===== src/rtl/xbar_scheduler.sv =====
`default_nettype none
// ============================================================================
// Module      : xbar_scheduler
// Description : Per-packet scheduler for a 4x4 crossbar. Each output runs a
//               two-state FSM with a round-robin pointer and a flit counter.
//               It grants a requesting input, then holds the path until the
//               packet's last flit has been transferred.
// Revision    : 1.0 - initial release
// ============================================================================
module xbar_scheduler #(
   parameter int LEN_W = 4
) (
   input  logic               clk,
   input  logic               reset,
   input  logic [3:0]         req,
   input  logic [7:0]         dest,
   input  logic [4*LEN_W-1:0] len,
   input  logic [3:0]         flit_valid,
   output logic [3:0]         gnt,
   output logic [7:0]         sel,
   output logic [3:0]         oen,
   output logic [3:0]         busy
);

   localparam logic [0:0]       c_IDLE = 1'b0;
   localparam logic [0:0]       c_BUSY = 1'b1;
   localparam logic [LEN_W-1:0] c_ONE  = LEN_W'(1);

   logic [3:0] w_busy;
   logic [7:0] w_sel;

   // An input owns a path while any busy output selects it. This is
   // derived only from registers, so there is no input-to-output path.
   always_comb begin
      gnt = '0;
      for (int o = 0; o < 4; o++) begin
         if (w_busy[o]) begin
            gnt[w_sel[2*o +: 2]] = 1'b1;
         end
      end
   end

   genvar go;
   generate
      for (go = 0; go < 4; go++) begin : g_out
         logic [0:0]       r_state;
         logic [1:0]       r_ptr;
         logic [1:0]       r_sel;
         logic [LEN_W-1:0] r_cnt;
         logic [3:0]       w_cand;
         logic             w_found;
         logic [1:0]       w_pick;
         logic [LEN_W-1:0] w_pick_len;
         logic             w_flit;

         // Candidate set and round-robin pick.
         // The scan starts at the pointer; the lowest offset wins.
         always_comb begin
            w_cand  = '0;
            w_found = 1'b0;
            w_pick  = r_ptr;
            for (int i = 0; i < 4; i++) begin
               w_cand[i] = req[i] && (dest[2*i +: 2] == 2'(go)) && !gnt[i];
            end
            for (int k = 3; k >= 0; k--) begin
               if (w_cand[r_ptr + 2'(k)]) begin
                  w_found = 1'b1;
                  w_pick  = r_ptr + 2'(k);
               end
            end
            w_pick_len = len[LEN_W*w_pick +: LEN_W];
            w_flit     = flit_valid[r_sel];
         end

         // Per-output FSM.
         // It picks in IDLE and counts flits in BUSY. On release it moves
         // the pointer past the last winner; sel keeps its last value.
         always_ff @(posedge clk) begin
            if (reset) begin
               r_state <= c_IDLE;
               r_ptr   <= '0;
               r_sel   <= '0;
               r_cnt   <= '0;
            end else begin
               case (r_state)
                  c_IDLE: begin
                     if (w_found) begin
                        r_state <= c_BUSY;
                        r_sel   <= w_pick;
                        r_cnt   <= (w_pick_len == '0) ? c_ONE : w_pick_len;
                     end
                  end
                  c_BUSY: begin
                     if (w_flit) begin
                        r_cnt <= r_cnt - c_ONE;
                        if (r_cnt == c_ONE) begin
                           r_state <= c_IDLE;
                           r_ptr   <= r_sel + 2'd1;
                        end
                     end
                  end
                  default: r_state <= c_IDLE;
               endcase
            end
         end

         assign w_busy[go]        = (r_state == c_BUSY);
         assign w_sel[2*go +: 2]  = r_sel;
      end
   endgenerate

   assign sel  = w_sel;
   assign oen  = w_busy;
   assign busy = w_busy;

endmodule
`default_nettype wire


===== config.mk =====
export PLATFORM = sky130hd
export DESIGN_NAME = xbar_scheduler
export DESIGN_NICKNAME = d
export VERILOG_FILES = /design/src/rtl/xbar_scheduler.sv
export SDC_FILE = /design/constraint.sdc
export NUM_CORES = 1
export LEC_CHECK = 0
export CORE_MARGIN = 2
export CORE_UTILIZATION = 45
export CTS_CLUSTER_DIAMETER = 30
export DETAILED_ROUTE_END_ITERATION = 8
export PLACE_DENSITY = 0.76
export SETUP_SLACK_MARGIN = 0.05
export SLEW_MARGIN = 20
export SYNTH_ARGS = -nofsm -noshare
export SYNTH_HDL_FRONTEND = slang
export SYNTH_SLANG_ARGS = --single-unit
export TNS_END_PERCENT = 1

===== constraint.sdc =====
create_clock -name clk -period 9.8 [get_ports clk]
set_input_delay 0.98 -clock clk [delete_from_list [all_inputs] [get_ports clk]]
set_output_delay 0.98 -clock clk [all_outputs]
set_load 0.01 [all_outputs]

==> flow_summary.json <==
{
  "outcome": "completed",
  "place_congestion": 0.953,
  "fin_area_um2": 3910,
  "die_width_um": 89.4,
  "fin_skew_ns": 0.00788,
  "period_minus_slack_ns": 3.78,
  "post_cts_buffers": 0,
  "end_kind": "flip-flop",
  "syn-num-nets": 453,
  "cp_slowest_cell": "mux4_1",
  "synth_compound_area_share_pct": 22.1,
  "grt-ovfl-total": 0,
  "relSlewSlack_pct": 50.3,
  "cts.sinks": 36,
  "tightest_slew_ns": 0.744,
  "initial_core_util_pct": 45.9,
  "viasPerCell": 6.14,
  "finalNetCount": 494,
  "p_per_area_nw_per_um2": 130,
  "path_class": "input pin to flip-flop",
  "post-route-period-util_pct": 38.5,
  "synth-seq-cells": 36,
  "synthMuxAreaShare_pct": 18.5,
  "max_freq_mhz": 265,
  "vias": 3284,
  "placed_area_um2": 3830,
  "avgSynthCellArea_um2": 8.30,
  "finalPower_uw": 510,
  "drc_errors": 0,
  "dieArea_um2": 7980,
  "yosys_warnings": 0,
  "drive_gt1_share_pct": 7.80,
  "antenna_found_initial": 0,
  "numCtsBuffers": 5,
  "clock_latency_ns": 0.29,
  "async_reset_ff_share_pct": 0,
  "worst_hold_slack_ns": 0.521,
  "antenna_left": 0,
  "min_path_type": "flip-flop to flip-flop",
  "finalSetupViolations": 0,
  "synth_flop_cell": "dfxtp_1",
  "critPathBufInv": 2,
  "grt_max_degree": 40,
  "critical_path_arrival_ns": 3.99,
  "cts_hold_buf": 0,
  "critPathRequiredTime_ns": 10.02,
  "ioPinCount": 54,
  "critPathLaunchType": "input pin",
  "crit_path_max_fanout": 5,
  "drt_pre_antenna_iters": 5,
  "avgRoutedWirePerCell_um": 17.4,
  "std_cell_rows": 31,
  "core_area_um2": 7140,
  "post_cts_resized": 0,
  "diodes": 0,
  "syn_inst": 395,
  "synthXorXnorAreaFrac_pct": 0,
  "synth_top_family_by_area": "compound AO/OA/AOI/OAI gates",
  "ys_types": 57,
  "syn_area_um2": 3280,
  "first_iter_violations": 272,
  "hpwl_um": 7070,
  "grtUsageTotal_pct": 23.9,
  "irDropWorstVdd_uv": 51.9,
  "root_buffer": "clkbuf_8",
  "utilization_pct": 54.8,
  "area_growth_pct": 19.4,
  "synth_edf_count": 0,
  "slowest_delay_ns": 0.64,
  "cp_cell_sequence": "clkdlybuf4s50_1 > inv_1 > or4_4 > o21ai_1 > nor2_1 > o22ai_2 > mux4_1 > or4_1 > a31oi_1",
  "rsz0062_at_grt": "no",
  "drv_slew": 0,
  "synth_adder_area_share_pct": 9.16,
  "cp_top_family": "simple AND/OR/NAND/NOR gates",
  "final-hold-violation-count": 0,
  "grt_pass1_wl_um": 14800,
  "synthSimpleGateAreaFrac_pct": 21.6,
  "die_y_um": 89.4,
  "p_leak_nw": 1.54,
  "cts-htree-levels": 2,
  "yosysSeqAreaShare_pct": 22.0,
  "finalSetupTns_ns": 0,
  "totalWireLength_um": 9340,
  "cts_tree": "done",
  "grt_pass1_vias": 3075,
  "port_buffers": 53,
  "clk_pin_slew_worst_paths_ns": 0.08,
  "max_cap_violations": 0,
  "clockBufferDepth": 2
}
## cell usage after synthesis (3+ instances only)
master	number	area share, %
and2_1	3	0.57
nand2_1	22	2.5
mux2_1	3	1.0
nor3_1	13	2.0
a222oi_1	4	1.2
nand3_1	10	1.5
buf_2	6	0.92
ha_1	24	9.2
and3_1	3	0.57
o22ai_1	5	0.95
clkbuf_1	7	0.80
mux2i_1	26	7.9
buf_4	9	2.1
inv_1	25	2.9
o31ai_1	4	0.92
o21bai_1	3	0.69
nor2b_1	4	0.76
mux2_2	5	1.7
o21ai_1	7	1.1
o21ai_0	11	1.7
a22o_1	4	1.1
dfxtp_1	36	22
or4_1	7	1.6
nor3b_1	4	0.92
nor2_1	48	5.5
a31oi_1	5	0.95
a21oi_1	26	4.0
mux4_2	9	6.2
nand4_1	11	2.1
a211oi_1	10	2.3
nand2b_1	3	0.57
## registers in the layout (all words and copies together), names as in the netlist
name and flops:
g_out.r_state 4, g_out.r_cnt 16, g_out.r_sel 8, g_out.r_ptr 8
## worst paths after layout
path	from	end	slack, ns	depth (start not counted)
setup / recovery	dest[5]	g_out[2].r_cnt[0]$_SDFFE_PP0P_	6.02	9
setup reg to reg	g_out[0].r_sel[0]$_SDFFE_PP0P_	g_out[2].r_cnt[0]$_SDFFE_PP0P_	6.10	10
hold / removal	g_out[3].r_ptr[0]$_SDFFE_PP0P_	g_out[3].r_ptr[0]$_SDFFE_PP0P_	0.52	2
hold reg to reg	g_out[3].r_ptr[0]$_SDFFE_PP0P_	g_out[3].r_ptr[0]$_SDFFE_PP0P_	0.52	2
## cell type report
cell class,instances,area [um^2]
Clock inverter,2,12.5
Timing Repair Buffer,56,553
Inverter,25,93.8
Tap cell,99,124
Fill cell,666,3220
Multi-Input combinational cell,312,2340
Sequential cell,36,721
Clock buffer,5,68.8
## layout by cell type, fill, tap and decap left out, types with 3 or more instances in the layout
master	synthesis	final
nand2b_1	3	3
nor2_1	48	48
o21ai_0	11	11
o22ai_1	5	5
and2_1	3	3
nor3_1	13	13
nand4_1	11	11
o21ai_1	7	7
mux2_1	3	3
a21oi_1	26	26
nor2b_1	4	4
a31oi_1	5	5
and3_1	3	3
a211oi_1	10	10
a222oi_1	4	4
ha_1	24	24
mux4_2	9	9
clkbuf_8	0	5
dfxtp_1	36	36
nor3b_1	4	4
mux2i_1	26	26
clkdlybuf4s50_1	0	53
nand2_1	22	22
inv_1	25	25
o31ai_1	4	4
o21bai_1	3	3
or4_1	7	7
nand3_1	10	10
a22o_1	4	4
mux2_2	5	5
buf_4	9	3
## layer usage
metal / part of all wire (%) / vias up / track usage (%)
met5: 0 / - / 0
met4: 3.3 / 0 / 11.3
met3: 6.3 / 30 / 4.16
met2: 47 / 144 / 38.6
met1: 44 / 1546 / 30.9
li1: - / 1564 / -
## power breakdown
| part | internal, mW | switching [mW] | total (mW) |
|---|---|---|---|
| registers | 0.164 | 0.0300 | 0.194 |
| logic | 0.103 | 0.106 | 0.210 |
| clock network | 0.0482 | 0.0577 | 0.106 |
| total | 0.315 | 0.194 | 0.510 |
## worst reg2reg max path, cell delays in order (launching register included)
cell,delay [ns]
dfxtp_1,0.55
inv_1,0.12
ha_1,0.21
a22o_1,0.31
or4_4,0.59
o21ai_1,0.16
nor2_1,0.09
o22ai_2,0.27
mux4_1,0.64
or4_1,0.52
a31oi_1,0.17
## cells by family after synthesis
logic type                 after synthesis
AOI/OAI and AO/OA                      102
adders and majority gates               24
buffers and inverters                   47
DFF                                     36
muxes                                   45
and+or+nand+nor                        141
## metrics by stage
stage / cells / setup WS (ns)
2_1_floorplan: 395 / 6.48
3_3_place_gp: 528 / 5.87
3_5_place_dp: 528 / 5.75
4_1_cts: 535 / 6.05
5_1_grt: 535 / 5.86
6_report: 535 / 6.02
Power figures use the tool's default switching activity.
